===== src/rtl/ble_pkg.sv =====
// Shared definitions for the Bluefruit control-pad packet parser:
// parser state encoding and the packet byte values it recognises.
package ble_pkg;

    typedef enum logic [2:0] {
        IDLE,
        TYPE,
        BTN,
        STATE,
        CSUM
    } ble_state_t;

    localparam logic [7:0] BLE_START    = 8'h21;
    localparam logic [7:0] BLE_TYPE_BTN = 8'h42;
    localparam logic [7:0] BLE_BTN_MIN  = 8'h31;
    localparam logic [7:0] BLE_BTN_MAX  = 8'h38;
    localparam logic [7:0] BLE_PRESS    = 8'h31;
    localparam logic [7:0] BLE_RELEASE  = 8'h30;

endpackage


===== src/rtl/ble_pad_parser.sv =====
// Parses "!B<btn><state><csum>" pad packets into button events and a held state vector; event one cycle after csum byte.
// No backpressure: every valid byte is consumed; malformed or stalled packets are dropped and counted.
module ble_pad_parser
    import ble_pkg::*;
#(
    parameter int TIMEOUT_CYCLES = 742500,
    parameter int ERR_W          = 8
) (
    input  logic             clk_in,
    input  logic             rst_in,
    input  logic [7:0]       byte_in,
    input  logic             byte_valid_in,
    output logic [7:0]       btn_state_out,
    output logic             event_valid_out,
    output logic [2:0]       event_btn_out,
    output logic             event_pressed_out,
    output logic [ERR_W-1:0] err_count_out
);

    localparam int CNT_W = (TIMEOUT_CYCLES > 2) ? $clog2(TIMEOUT_CYCLES) : 1;
    localparam logic [CNT_W-1:0] CNT_LAST = CNT_W'(TIMEOUT_CYCLES - 1);

    ble_state_t       state, state_nxt;
    logic [7:0]       sum, sum_nxt;
    logic [2:0]       idx, idx_nxt;
    logic             pressed, pressed_nxt;
    logic [CNT_W-1:0] cnt, cnt_nxt;
    logic             accept;
    logic             err;

    always_ff @(posedge clk_in or posedge rst_in) begin
        if (rst_in) begin
            state <= IDLE;
        end else begin
            state <= state_nxt;
        end
    end

    always_comb begin
        state_nxt   = state;
        sum_nxt     = sum;
        idx_nxt     = idx;
        pressed_nxt = pressed;
        accept      = 1'b0;
        err         = 1'b0;
        // Gap counter only runs inside a packet; any consumed byte restarts it.
        cnt_nxt     = (state == IDLE || byte_valid_in) ? '0 : cnt + CNT_W'(1);

        if (byte_valid_in) begin
            case (state)
                IDLE: begin
                    if (byte_in == BLE_START) begin
                        state_nxt = TYPE;
                        sum_nxt   = BLE_START;
                    end
                end
                TYPE: begin
                    if (byte_in == BLE_TYPE_BTN) begin
                        state_nxt = BTN;
                        sum_nxt   = sum + byte_in;
                    end else if (byte_in == BLE_START) begin
                        sum_nxt   = BLE_START;
                    end else begin
                        state_nxt = IDLE;
                    end
                end
                BTN: begin
                    if (byte_in >= BLE_BTN_MIN && byte_in <= BLE_BTN_MAX) begin
                        state_nxt = STATE;
                        idx_nxt   = 3'(byte_in - BLE_BTN_MIN);
                        sum_nxt   = sum + byte_in;
                    end else begin
                        state_nxt = IDLE;
                        err       = 1'b1;
                    end
                end
                STATE: begin
                    if (byte_in == BLE_PRESS || byte_in == BLE_RELEASE) begin
                        state_nxt   = CSUM;
                        pressed_nxt = byte_in[0];
                        sum_nxt     = sum + byte_in;
                    end else begin
                        state_nxt = IDLE;
                        err       = 1'b1;
                    end
                end
                CSUM: begin
                    state_nxt = IDLE;
                    if (byte_in == ~sum) begin
                        accept = 1'b1;
                    end else begin
                        err = 1'b1;
                    end
                end
                default: state_nxt = IDLE;
            endcase
        end else if (state != IDLE && cnt == CNT_LAST) begin
            state_nxt = IDLE;
            err       = 1'b1;
        end
    end

    always_ff @(posedge clk_in or posedge rst_in) begin
        if (rst_in) begin
            sum               <= '0;
            idx               <= '0;
            pressed           <= 1'b0;
            cnt               <= '0;
            btn_state_out     <= '0;
            event_valid_out   <= 1'b0;
            event_btn_out     <= '0;
            event_pressed_out <= 1'b0;
            err_count_out     <= '0;
        end else begin
            sum             <= sum_nxt;
            idx             <= idx_nxt;
            pressed         <= pressed_nxt;
            cnt             <= cnt_nxt;
            event_valid_out <= accept;
            if (accept) begin
                event_btn_out      <= idx;
                event_pressed_out  <= pressed;
                btn_state_out[idx] <= pressed;
            end
            if (err && err_count_out != '1) begin
                err_count_out <= err_count_out + ERR_W'(1);
            end
        end
    end

endmodule


===== config.mk =====
export PLATFORM = sky130hd
export DESIGN_NAME = ble_pad_parser
export DESIGN_NICKNAME = d
export VERILOG_FILES = /design/src/rtl/ble_pkg.sv /design/src/rtl/ble_pad_parser.sv
export SDC_FILE = /design/constraint.sdc
export NUM_CORES = 1
export LEC_CHECK = 0
export ABC_CLOCK_PERIOD_IN_PS = 3600
export BUFFER_PORTS_ARGS = -buffer_cell sky130_fd_sc_hd__buf_2
export CAP_MARGIN = 5
export CORE_MARGIN = 4
export CORE_UTILIZATION = 50
export DETAILED_ROUTE_END_ITERATION = 10
export GPL_ROUTABILITY_DRIVEN = 0
export PLACE_DENSITY = 0.7
export SYNTH_ARGS = -nofsm -noshare
export SYNTH_HDL_FRONTEND = slang
export SYNTH_SLANG_ARGS = --single-unit
export TNS_END_PERCENT = 30

===== constraint.sdc =====
create_clock -name clk_in -period 3.6 [get_ports clk_in]
set_input_delay 0.72 -clock clk_in [delete_from_list [all_inputs] [get_ports clk_in]]
set_output_delay 0.72 -clock clk_in [all_outputs]
set_load 0.02 [all_outputs]

======== Word level (Yosys, flattened, before mapping) ========
Index checks and enable logic that the tools add are counted.
storage, ports and cells
  register bits ........................... 56
  input port bits ......................... 11
operators by class
  add/sub/neg operators ................... 4
  order comparisons ....................... 4
  eq/ne operators ......................... 15
  multiplexer cells ....................... 26
  bitwise operators ....................... 1
  reductions and logical operators ........ 14
operators with widths
  kind                                                                              count
  8-bit two-way mux                                                                 4
  8-bit one-hot mux with 4 select lines                                             1
  8-bit by 6-bit equality test with 1-bit output, second input constant             3
  20-bit by 1-bit adder with 20-bit output, second input constant                   1
  20-bit equality test, second input constant                                       1
  20-bit two-way mux                                                                1
  3-bit two-way mux                                                                 6
  3-bit one-hot mux with 4 select lines                                             1
  1-bit two-way mux                                                                 9
  3-bit AND reduction                                                               3
  8-bit by 1-bit adder with 8-bit output, second input constant                     1
  8-bit adder                                                                       1
  8-bit bitwise mux                                                                 1
  8-bit by 7-bit equality test with 1-bit output, second input constant             1
  8-bit equality test                                                               1
  8-bit by 6-bit >= comparator with 1-bit output, second input constant             1
  8-bit by 6-bit less-or-equal comparator with 1-bit output, second input constant  1
  8-bit inequality test, second input constant                                      1
  8-bit inverter                                                                    1
  3-bit by 2-bit equality test with 1-bit output, second input constant             2
  1-bit logical AND                                                                 4
  3-bit by 4-bit less-than comparator with 1-bit output, second input constant      1
  2-bit inequality test, second input constant                                      2
  4-bit inequality test, second input constant                                      1
  other kinds (14)                                                                  15

======== Depth between registers and ports, before layout ========
  depth after elaboration ................. 6
  depth in mapped cells ................... 9

======== Worst setup path after synthesis ========
OpenSTA, ideal clock, no wires.
  path kind ............................... in2reg
  start ................................... input byte_in[2]
  end ..................................... register btn_state_out[1]
  setup time .............................. 125 ps
  arrival ................................. 2,362 ps
  path slack .............................. 1,113 ps
  stages .................................. 8
  path buffers ............................ 1
  cell sequence ........................... ha_1 > and3_1 > nor3b_1 > and4_1 > buf_4 > nand2b_2 > nor3b_1 > mux2_2
between the ends
  word-level cells in the longest chain between the ends .. 4
RTL lines
  item                            RTL line               text
  start: declaration              ble_pad_parser.sv:11   input logic [7:0] byte_in,
  8-bit equality test             ble_pad_parser.sv:89   if (byte_in == ~sum) begin
  1-bit two-way mux               ble_pad_parser.sv:89
  1-bit two-way mux               ble_pad_parser.sv:50   case (state)
  1-bit two-way mux               ble_pad_parser.sv:49   if (byte_valid_in) begin
  named net accept                ble_pad_parser.sv:28   logic accept;
  end signal: indexed assignment  ble_pad_parser.sv:123  btn_state_out[idx] <= pressed;
  end: declaration                ble_pad_parser.sv:13   output logic [7:0] btn_state_out,
The timed path passes the listed nets, and every way through them passes these cells.
A chain may end at the register's enable or synchronous reset.

======== Final worst setup path ========
  start ................................... input byte_in[2]
  end ..................................... register btn_state_out[1]
between the ends
  word-level cells in the longest chain between the ends .. 4
RTL lines
  item                 RTL line
  8-bit equality test  ble_pad_parser.sv:89
  1-bit two-way mux    ble_pad_parser.sv:89
  1-bit two-way mux    ble_pad_parser.sv:50
  1-bit two-way mux    ble_pad_parser.sv:49
Every way passes these cells.

==> flow_summary.json <==
{
  "core_area_um2": 5990,
  "cts_sinks": 56,
  "die_w_um": 87.0,
  "drtAntennaViolNets": 0,
  "n_fill_cell": 534,
  "synth_edf_count": 0,
  "fin_nets": 360,
  "p_leak_nw": 1.54,
  "skew_ns": 0.00855,
  "postSynthAreaPerCell_um2": 10.3,
  "setup_tns_ns": 0,
  "finalSetupViolCount": 0,
  "period_share": 0.732,
  "yosysSeqAreaShare": 0.449,
  "start_util": 0.521,
  "min_path_type": "input port to async pin",
  "synth_cells": 303,
  "ctsRootBufferMaster": "clkbuf_8",
  "fin_area_um2": 3440,
  "dr.pass1.iters": 4,
  "postCtsResizedCells": 0,
  "drc": 0,
  "cp.arrival_ns": 2.85,
  "max_freq_mhz": 380,
  "syn_area_um2": 3120,
  "place_area_um2": 3350,
  "async_reset_ff_frac": 1.00,
  "grt_usage": 0.164,
  "irDropWorstVdd_mv": 0.237,
  "powerDensity_nw_per_um2": 380,
  "clock_latency_ns": 0.31,
  "max-slew-margin-rel": 0.561,
  "die_h_um": 87.0,
  "cp_max_fo": 8,
  "grt_max_degree": 33,
  "ys_ff_latch": 56,
  "viasPerCell": 5.38,
  "antenna_found_initial": 0,
  "critPathLaunchType": "input port",
  "n_antenna_cell": 0,
  "wirelength_um": 5860,
  "rows": 28,
  "worst_slew_pin_slew_ns": 0.658,
  "vias": 2210,
  "clockBufferDepth": 2,
  "cp-end-kind": "register",
  "cts.clk_slew.worst_paths_ns": 0.11,
  "wl_per_cell_um": 14.3,
  "synthFlopType": "dfrtp_1",
  "drive_above_1_share": 0.211,
  "synthesis.nets": 328,
  "cts_made_buffers": 5,
  "whs_ns": 0.488,
  "ctsHtreeMaxLevel": 2,
  "port_buffers": 31,
  "worstSetupPathType": "input port to register",
  "cts_tree": "yes",
  "ctsHoldBuffers": 0,
  "hold_violations": 0,
  "io_pins": 32,
  "area_delta_synth_final_pct": 10.3,
  "grt_first_pass_wirelength_um": 10000,
  "overflow": 0,
  "ys.warnings.count": 0,
  "worstPathRequired_ns": 3.81,
  "rsz0062_at_grt": "false",
  "min_period_ns": 2.63,
  "first_global_vias": 2181,
  "synth_cell_type_count": 61,
  "die_area_um2": 7570,
  "slew_violations": 0,
  "status": "completed",
  "timing.max_cap.violations": 0,
  "dp_hpwl_um": 4330,
  "cts_setup_buffers": 0,
  "drt-initial-drc-count": 115
}
path summary, 6_finish.rpt:
path	startpoint	endpoint	slack, ns	cells after the start
max in group asynchronous	rst_in	err_count_out[6]	2.34	3
min reg2reg	cnt[0]	cnt[0]	0.49	1
max	byte_in[2]	btn_state_out[1]	0.97	8
min in group clk_in	cnt[0]	cnt[0]	0.49	1
max reg2reg	sum[2]	btn_state_out[1]	1.12	7
min	rst_in	err_count_out[0]	0.49	2
cells in the final DEF, fill, tap and decap left out, types with 3 or more instances in the layout:
master	n
a21oi_1	7
a31oi_1	5
and3_1	4
buf_2	31
clkbuf_8	5
dfrtp_1	56
ha_1	13
inv_1	15
mux2_1	4
mux2_2	11
nand2_1	18
nand2b_1	3
nand3_1	15
nand4_1	6
nor2_1	35
nor2b_1	6
nor3_1	8
nor3b_1	4
o21a_1	3
o21ai_0	6
xnor2_1	19
xor2_1	9
kinds of logic (layout without fill, tap and decap cells):
logic type | after synthesis | in the layout | synth area share
flops | 56 | 56 | 0.449
mux | 18 | 18 | 0.0653
fa+ha+maj | 14 | 14 | 0.0585
buf+inv | 23 | 56 | 0.0292
xor+xnor | 28 | 28 | 0.0785
simple gates | 123 | 123 | 0.221
compound gates | 41 | 41 | 0.0986
critical path, cell delays in order:
cell and delay [ns]:
buf_2 0.15, ha_1 0.35, and3_1 0.19, nor3b_1 0.32, and4_1 0.43, nand2b_2 0.12, nor3b_1 0.22, mux2_2 0.35
cell usage after synthesis, types with 2 or more instances:
| cell | n | area share |
|---|---|---|
| mux2_2 | 11 | 0.040 |
| clkbuf_1 | 4 | 0.0048 |
| and3_1 | 4 | 0.0080 |
| nor3b_1 | 4 | 0.0096 |
| a21oi_1 | 7 | 0.011 |
| a21boi_1 | 2 | 0.0048 |
| nor3_1 | 8 | 0.013 |
| o21a_1 | 3 | 0.0072 |
| nand2_1 | 18 | 0.022 |
| xor2_1 | 9 | 0.025 |
| a22o_2 | 2 | 0.0064 |
| nor4b_1 | 2 | 0.0056 |
| nor4_1 | 2 | 0.0040 |
| a22o_1 | 2 | 0.0056 |
| mux2i_1 | 2 | 0.0064 |
| or2_2 | 2 | 0.0040 |
| dfrtp_1 | 56 | 0.45 |
| o22ai_1 | 2 | 0.0040 |
| nor2_1 | 35 | 0.042 |
| nor4b_2 | 2 | 0.0096 |
| a31oi_1 | 5 | 0.010 |
| inv_1 | 16 | 0.019 |
| a21o_1 | 2 | 0.0048 |
| nor2b_1 | 6 | 0.012 |
| o21ai_0 | 6 | 0.0096 |
| nand4_1 | 6 | 0.012 |
| xnor2_1 | 19 | 0.053 |
| or3_1 | 2 | 0.0040 |
| ha_1 | 13 | 0.052 |
| mux2_1 | 4 | 0.014 |
| nand2b_1 | 3 | 0.0060 |
| nand3_1 | 15 | 0.024 |
report_power, final:
group          total, mW  leakage [nW]  switching [mW]  internal [mW]
registers          0.706         0.756          0.0400          0.666
clock network      0.366        0.0463           0.223          0.144
logic              0.236         0.737           0.136         0.0994
total               1.31          1.54           0.399          0.909
metal layers:
metal  up-vias  global-route usage  wire length [µm]
li1       1124                   -                 -
met1      1042               0.225              2920
met2        38               0.265              2660
met3         6              0.0360               206
met4         0              0.0382                66
met5         -                   0                 0
final cells by class:
type                            count  area (µm²)  area share
Clock buffer                        5        68.8      0.0200
Tap cell                           75        93.8      0.0272
Multi-Input combinational cell    224        1630       0.473
Sequential cell                    56        1400       0.407
Clock inverter                      3        27.5     0.00799
Inverter                           16        60.1      0.0174
Timing Repair Buffer               32         163      0.0472
sequential cells by signal, summed over array words and instances (netlist names):
register	count
cnt	20
sum	8
event_pressed_out	1
err_count_out	8
state	3
idx	3
btn_state_out	8
event_valid_out	1
event_btn_out	3
pressed	1
metrics by stage:
stage               instances  utilization  total power, mW  setup WS, ns
floorplan                 303            -            0.879          1.11
global placement          403        0.559            0.952         0.685
detailed placement        403        0.559            0.956         0.647
CTS                       411        0.575             1.32         0.980
global route              411        0.575             1.38         0.784
finish                    411        0.575             1.31         0.965
Note: power is estimated with default switching activity, not from simulation.
